`src/rtl/ext_unit_pipe.sv`:
```
// Immediate-extension pipeline stage with valid/ready handshakes on both sides.
// Define EXT_UNIT_SKID_EN for a registered in_ready backed by a skid register.
module ext_unit_pipe #(
  parameter int unsigned IN_W  = 16,
  parameter int unsigned OUT_W = 32
) (
  input  logic             clk,
  input  logic             rst_n,
  input  logic             in_valid,
  output logic             in_ready,
  input  logic [IN_W-1:0]  in_data,
  input  logic [1:0]       mode,
  output logic             out_valid,
  input  logic             out_ready,
  output logic [OUT_W-1:0] out_data,
  output logic [1:0]       out_mode
);

  localparam int unsigned EXT_W = OUT_W - IN_W;

  // Extension modes: zero, sign, upper-load, branch offset (sign-extended word offset)
  function automatic logic [OUT_W-1:0] extend(input logic [IN_W-1:0] d, input logic [1:0] m);
    logic [OUT_W-1:0] sext;
    logic [OUT_W-1:0] r;
    sext = {{EXT_W{d[IN_W-1]}}, d};
    case (m)
      2'd0:    r = {{EXT_W{1'b0}}, d};
      2'd1:    r = sext;
      2'd2:    r = {d, {EXT_W{1'b0}}};
      default: r = sext << 2;
    endcase
    return r;
  endfunction

  logic xfer_in;
  logic xfer_out;

  assign xfer_in  = in_valid && in_ready;
  assign xfer_out = out_valid && out_ready;

`ifdef EXT_UNIT_SKID_EN

  typedef enum logic [1:0] {
    EMPTY = 2'd0,
    ONE   = 2'd1,
    TWO   = 2'd2
  } skid_state_e;

  skid_state_e      state_q;
  skid_state_e      state_nxt;
  logic             rdy_q;
  logic [OUT_W-1:0] skid_data;
  logic [1:0]       skid_mode;

  // State register; in_ready is precomputed from the next state
  always_ff @(posedge clk) begin
    if (!rst_n) begin
      state_q <= EMPTY;
      rdy_q   <= 1'b1;
    end else begin
      state_q <= state_nxt;
      rdy_q   <= (state_nxt != TWO);
    end
  end

  // Occupancy transitions
  always_comb begin
    state_nxt = state_q;
    case (state_q)
      EMPTY: if (xfer_in) state_nxt = ONE;
      ONE: begin
        if (xfer_in && !xfer_out)      state_nxt = TWO;
        else if (!xfer_in && xfer_out) state_nxt = EMPTY;
      end
      TWO:     if (xfer_out) state_nxt = ONE;
      default: state_nxt = EMPTY;
    endcase
  end

  // Handshake outputs decoded from flops only (rst_n gating keeps in_ready low in reset)
  always_comb begin
    out_valid = 1'b0;
    in_ready  = 1'b0;
    out_valid = (state_q != EMPTY);
    in_ready  = rdy_q && rst_n;
  end

  // Output register fed from input or skid; skid catches the word arriving under a stall
  always_ff @(posedge clk) begin
    if (!rst_n) begin
      out_data  <= '0;
      out_mode  <= 2'd0;
      skid_data <= '0;
      skid_mode <= 2'd0;
    end else begin
      case (state_q)
        EMPTY: begin
          if (xfer_in) begin
            out_data <= extend(in_data, mode);
            out_mode <= mode;
          end
        end
        ONE: begin
          if (xfer_in && xfer_out) begin
            out_data <= extend(in_data, mode);
            out_mode <= mode;
          end else if (xfer_in) begin
            skid_data <= extend(in_data, mode);
            skid_mode <= mode;
          end
        end
        TWO: begin
          if (xfer_out) begin
            out_data <= skid_data;
            out_mode <= skid_mode;
          end
        end
        default: ;
      endcase
    end
  end

`else

  // Single output register; in_ready looks through to out_ready
  assign in_ready = rst_n && (!out_valid || out_ready);

  always_ff @(posedge clk) begin
    if (!rst_n) begin
      out_valid <= 1'b0;
      out_data  <= '0;
      out_mode  <= 2'd0;
    end else if (xfer_in) begin
      out_valid <= 1'b1;
      out_data  <= extend(in_data, mode);
      out_mode  <= mode;
    end else if (xfer_out) begin
      out_valid <= 1'b0;
    end
  end

`endif

endmodule

```
`config.mk`:
```
export PLATFORM = sky130hd
export DESIGN_NAME = ext_unit_pipe
export DESIGN_NICKNAME = d
export VERILOG_FILES = /design/src/rtl/ext_unit_pipe.sv
export SDC_FILE = /design/constraint.sdc
export NUM_CORES = 1
export LEC_CHECK = 0
export ABC_CLOCK_PERIOD_IN_PS = 1450
export CAP_MARGIN = 5
export CORE_UTILIZATION = 45
export DETAILED_ROUTE_END_ITERATION = 8
export PLACE_DENSITY = 0.79
export SLEW_MARGIN = 30
export SYNTH_ARGS = -nofsm -noshare
export SYNTH_HDL_FRONTEND = slang
export SYNTH_SLANG_ARGS = --single-unit
export TNS_END_PERCENT = 30
```
`constraint.sdc`:
```
create_clock -name clk -period 1.45 [get_ports clk]
set_clock_uncertainty 0.05 [all_clocks]
set_input_delay 0.29 -clock clk [delete_from_list [all_inputs] [get_ports clk]]
set_output_delay 0.29 -clock clk [all_outputs]
set_load 0.1 [all_outputs]
```
==> results of run 1 <==
final cells by class:
type | instances | share of cell area
flip-flops and latches | 35 | 0.2485
multi-input cells | 130 | 0.3160
inverters | 1 | 0.001324
clock inverters | 3 | 0.006620
repair buffers | 74 | 0.3822
well taps | 48 | 0.02118
clock buffers | 5 | 0.02427
state kept, by name, indices dropped and copies added, names as in the netlist:
signal,flops
out_valid,1
out_data,32
out_mode,2
Yosys cell counts, types with 3 or more instances:
| library cell | n |
|---|---|
| a21oi_1 | 35 |
| o21ai_0 | 5 |
| nor2b_1 | 14 |
| buf_6 | 4 |
| clkbuf_1 | 4 |
| dfxtp_1 | 35 |
| a211oi_2 | 10 |
| nand2_1 | 18 |
| a211oi_1 | 4 |
| a21oi_2 | 10 |
| nor2_1 | 3 |
| mux2i_1 | 15 |
| buf_4 | 5 |
placed cells by master (no fill, tap or decap):
| cell | netlist | layout |
|---|---|---|
| dfxtp_1 | 35 | 34 |
| a211oi_2 | 10 | 10 |
| dfxtp_4 | 0 | 1 |
| o21ai_0 | 5 | 5 |
| nor2b_1 | 14 | 14 |
| nor2_1 | 3 | 2 |
| clkdlybuf4s50_1 | 0 | 18 |
| buf_12 | 1 | 38 |
| o22ai_1 | 1 | 1 |
| nand2b_1 | 1 | 1 |
| a211oi_1 | 4 | 4 |
| clkbuf_8 | 0 | 5 |
| o211ai_1 | 1 | 1 |
| nor2_4 | 1 | 2 |
| nand4b_1 | 2 | 2 |
| and2_2 | 0 | 1 |
| nand2_1 | 18 | 18 |
| clkinvlp_4 | 0 | 1 |
| dlymetal6s2s_1 | 0 | 1 |
| nor2b_4 | 0 | 1 |
| inv_2 | 1 | 1 |
| and2_4 | 2 | 2 |
| dlygate4sd2_1 | 0 | 2 |
| and2_1 | 2 | 2 |
| inv_4 | 0 | 1 |
| nand3_1 | 2 | 2 |
| buf_4 | 5 | 15 |
| clkinv_2 | 0 | 1 |
| and2b_4 | 0 | 1 |
| a21oi_2 | 10 | 10 |
| o2111ai_1 | 1 | 1 |
| a21oi_1 | 35 | 35 |
| mux2i_1 | 15 | 15 |
worst max-delay path, stage by stage (launching register included):
cell     delay, ns
dfxtp_4       0.36
and2b_4       0.17
nor2_4        0.09
buf_12        0.18
path summary, 6_finish.rpt:
check / start / endpoint / cells past startpoint
setup / recovery: out_valid / in_ready / 3
hold reg to reg: out_data[30] / out_data[30] / 2
setup reg to reg: out_valid / out_data[25] / 5
hold / removal: out_data[30] / out_data[30] / 2
layer usage:
metal | GRT usage | part of all wire | up-vias
li1 | - | - | 775
met1 | 0.2924 | 0.43 | 756
met2 | 0.4056 | 0.51 | 47
met3 | 0.06341 | 0.042 | 15
met4 | 0.1193 | 0.023 | 0
met5 | 0 | 0 | -
stage by stage:
stage	std cells	instance area [um^2]	utilization
2_1_floorplan	181	1718	-
3_3_place_gp	286	2726	0.7447
3_5_place_dp	286	2726	0.7447
4_1_cts	295	2825	0.7717
5_1_grt	296	2835	0.7744
6_report	296	2835	0.7744
power breakdown:
group          switching, mW  total [mW]  internal, mW
Clock                  0.372       0.707         0.335
Combinational          0.704        1.13         0.427
Sequential            0.0714        1.10          1.03
Total                   1.15        2.93          1.79
what timing repair did:
| item | 4_1_cts | 5_1_grt |
|---|---|---|
| cloned | 0 | 1 |
| endpoints found under the setup margin | 3 | 9 |
| setup buffers | 1 | 0 |
| pin swaps | 1 | 1 |
| gates resized for setup | 4 | 1 |
logic make-up after synthesis:
family                 Yosys count  share of synthesized area
flip-flops                      35                     0.4106
AO/OA/AOI/OAI                   67                     0.2727
buffers and inverters           17                    0.07698
AND/OR/NAND/NOR                 47                     0.1518
multiplexers                    15                    0.08797
==> metrics.txt, run 1 <==
status=finished, final reports clean; worst IR drop on VDD=0.8715 mV; Max Slew Vio Count=0; Worst-path clk slew=0.07 ns; P_leak=1.068 nW; fillers=222; Die Y=63.59 um; Tmin final=1.441 ns; initial antenna violation count=0; cell area after synthesis=1707 um^2; vias in the first global route=~1600; Final nets=269; hold slack final=between 0.4 and 0.5 ns; post-DP HPWL=3.403 mm; die area=4043 um^2; Pwr Density=1035 nW/um^2; PortBufs=57; R2R setup slack=0.07 ns; setup violators final=0; clock sinks=35; Reg area=704.4 um^2; # IOs=58; max_cap viols=0; Setup TNS Final=0 ns; hold_buf cts=0; clock root buffer=clkbuf_8; TritonCTS clock tree=yes; Worst Setup End Kind=primary output; share of cells above drive strength 1=0.3629; DR WL/cell=roughly 16 um; largest net degree at the start of global routing=22; number of synthesized flops with an enable pin=0; gr usage total=0.2454; initial DRC count=85; H-Tree Depth=2; Synth Area per Inst=9.429 um^2; worst slew pin tran=0.3447 ns; DRC=0; DR pass1 iterations=4; top-area cell type share of the netlist area=0.4106; setup ws final=approximately 0.0094 ns; register bit total from synthesis=35; Die W=63.59 um; Mapped Cells=181; Setup CP Type=register to primary output; Antenna Nets Post-Route=0; area leader, netlist=dfxtp_1; RSZ-0062 raised after global routing=true; WP data required=1.11 ns; first-pass GRT wire length=7.569 mm; share of flip-flops with an asynchronous set or reset=0; clock latency at the later pin of the worst-skew pair=0.29 ns; sequential area share after synthesis=0.4106; number of core rows=22; crit path max fanout=3; ANT cells=0; final hold violation count=0; Yosys Warn Count=0; Mapped Nets=203; final wirelength=approximately 4.8 mm; max_slew headroom=0.7698; crit path launch type=register; largest cells by area after synthesis=dfxtp_1 41%, a21oi_1 10%, mux2i_1 8.8%; Yosys cell types=27; fmax=0.6942 GHz; critical path data arrival time=1.10 ns; via/cell ratio=5.382; area delta synth->final=66.13%; core area=~3700 um^2; period utilization=0.9935; Worst Hold Class=register to register; total vias in the final route=1593; multi-input combinational cell area=895.9 um^2; Initial Utilization=0.4662; Tot Pwr=2.935 mW; clk buf depth=2; cts bufs inserted=5; pre-CTS setup slack=-0.3350 ns; aggregate global routing overflow=0; Placer Congestion=0.8141; Synth Flop Type=dfxtp_1
Power figures use the tool's default switching activity.
==> run 2, diff against run 1 <==
Settings changed: GPL_ROUTABILITY_DRIVEN set to 0, SLEW_MARGIN 30 to 10.
==> results of run 2 <==
The final DEF is identical to that of run 1; final timing and power are the same.
==> run 3, diff against run 2 <==
Settings changed: ABC_CLOCK_PERIOD_IN_PS 1450 to 1700, CORE_UTILIZATION 45 to 48, PLACE_DENSITY 0.79 to 0.84.
Clock period 1.45 ns to 1.7 ns, I/O delays scaled along.
==> run 3 against run 2 <==
Register-to-register slack better by 0.20 ns. Clock-buffer cell count is 2 higher. Global-route usage is 3.7 points higher. Non-clock buffer count is 2 lower. Utilization is 6.1 points higher. Critical endpoint unchanged.
==> metrics.txt, run 3 (synthesized netlist as in run 1, its figures left out) <==
CP bufs+invs=3 (+2); DRC=0 (unchanged); H-Tree Depth=2 (unchanged); clk buf depth=2 (unchanged); area delta synth->final=64.59%; pre-CTS setup slack=-0.1184 ns (+0.2165 ns); max_slew headroom=0.6199 (-0.1500); Worst Reg-to-Reg Cells=5 (unchanged); P_leak=1.048 nW (-1.9%); period utilization=0.9803; RR Endpoint=out_data[30]; Worst-path clk slew=0.10 ns (+0.03 ns); first-pass GRT wire length=7.603 mm (+0.45%); final hold violation count=0 (unchanged); status=finished, final reports clean; clock sinks=35 (unchanged); slowest CP cell=clkdlybuf4s50_1; initial antenna violation count=0 (unchanged); Setup TNS Final=0 ns (unchanged); Tmin final=approximately 1.7 ns; Final nets=266 (-1.1%); final instance area=2809 um^2 (-0.93%); core area=3363 um^2 (-8.1%); worst IR drop on VDD=0.6287 mV (-28%); ANT cells=0 (unchanged); # IOs=58 (unchanged); die area=3798 um^2 (-6.1%); R2R setup slack=0.27 ns (+0.20 ns); Worst Setup End Kind=primary output; fillers=199 (-10%); TritonCTS clock tree=yes; aggregate global routing overflow=0 (unchanged); Setup CP Type=input pin to primary output; Max Slew Vio Count=0 (unchanged); CP delay by family, top=buffers and inverters; critical path data arrival time=1.28 ns (+0.18 ns); WP data required=1.31 ns (+0.20 ns); Die W=61.63 um (-3.1%); most frequent cells in the layout=39 x buf_12, 35 x a21oi_1, 34 x dfxtp_1, 20 x clkdlybuf4s50_1, 18 x nand2_1; vias in the first global route=1622 (+0.37%); DR WL/cell=16.95 um (+4.2%); gr usage total=0.2823 (+0.03686); Worst Hold Launch=out_data[17]; PortBufs=57 (unchanged); share of cells above drive strength 1=0.3551 (-0.007801); clock root buffer=clkbuf_4; number of core rows=21 (-4.5%); final wirelength=4.932 mm (+2.5%); RSZ-0062 raised after global routing=false; clock latency at the later pin of the worst-skew pair=0.34 ns (+0.05 ns); most common cell after layout, fill and taps aside=buf_12; setup violators final=0 (unchanged); max reg flops=32 (unchanged); worst slew pin tran=0.5676 ns (+0.2229 ns); via/cell ratio=5.643 (+4.8%); crit path max fanout=4 (+1); Crit path depth=4 (+1); hold_buf cts=0 (unchanged); fmax=approximately 0.60 GHz; Inst Count DP=282 (-1.4%); Antenna Nets Post-Route=0 (unchanged); Worst path max stage delay=0.55 ns (+0.19 ns); DR pass1 iterations=4 (unchanged); Initial Utilization=0.5074 (+0.04127); Hold Path Depth=2 (unchanged); cts bufs inserted=5 (unchanged); most flop-heavy register=out_data; Die Y=61.63 um (-3.1%); crit path launch type=input pin; CP Cell Sequence=clkdlybuf4s50_1 > inv_2 > nor2_4 > buf_12; Reg-to-Reg Start=out_valid; Hold EP=out_data[17]; Cell Area, Placed=2721 um^2 (-0.18%); setup ws final=0.03346 ns (+0.02404 ns); largest net degree at the start of global routing=21 (-4.5%); Pwr Density=882.7 nW/um^2 (-15%); non-filler instance count after layout=291 (-1.7%); Worst Hold Class=register to register; initial DRC count=69 (-19%); biggest regs=out_data (32), out_mode (2), out_valid (1); post-DP HPWL=3.451 mm (+1.4%); total vias in the final route=1642 (+3.1%); max_cap viols=0 (unchanged)
## run 3: cell types whose count changed in the layout (fill, tap and decap cells not counted), sizes merged
cell           change
clkdlybuf4s50      +2
clkbuf             +2
inv                -1
dlymetal6s2s       -1
and2               -1
clkinvlp           -1
buf                -2
dlygate4sd2        -1
## run 3: worst register-to-register path: stages (launching register included)
cell	delay, ns
dfxtp_4	0.37
and2b_2	0.22
buf_4	0.16
nor2_4	0.18
buf_12	0.18
mux2i_1	0.20
## run 3: area by class of cell
type,count,area [um^2],area share
Inverter,1,3.754,0.001336
Tap cell,46,57.56,0.02049
Clock buffer,7,76.32,0.02717
Timing Repair Buffer,72,1080,0.3844
Multi-Input combinational cell,129,882.1,0.3140
Clock inverter,1,5.005,0.001782
Sequential cell,35,704.4,0.2508
## run 3: where the power goes
group / leakage (nW) / switching, mW / internal (mW) / total (mW)
combinational: 0.713 / 0.603 / 0.363 / 0.966
sequential: 0.288 / 0.0620 / 0.875 / 0.937
clock: 0.0464 / 0.289 / 0.288 / 0.577
total: 1.05 / 0.953 / 1.53 / 2.48
## run 3: what timing repair did
item | 4_1_cts | 5_1_grt
setup buffers | 1 | 0
endpoints found under the setup margin | 1 | 0
gates resized for setup | 1 | 0
## run 3: per-stage QoR
stage,power (mW),hold WS (ns),util
detailed placement,1.913,0.4393,0.8092
global route,2.567,0.4764,0.8352
global placement,1.895,0.4336,0.8092
finish,2.479,0.4552,0.8352
floorplan,1.534,0.4094,-
CTS,2.491,0.4538,0.8352
## run 3: worst max-delay path by stage
stage,startpoint,to
2_1_floorplan,out_valid,in_ready
3_3_place_gp,out_ready,in_ready
3_5_place_dp,mode[1],out_data[21]
4_1_cts,rst_n,in_ready
5_1_grt,rst_n,in_ready
6_report,rst_n,in_ready
## run 3: metal layers
metal	vias to the layer above	track usage	share of wire
met5	-	0	0
met4	0	0.1365	0.024
met3	15	0.06303	0.068
met2	76	0.4931	0.51
met1	783	0.3244	0.39
li1	768	-	-
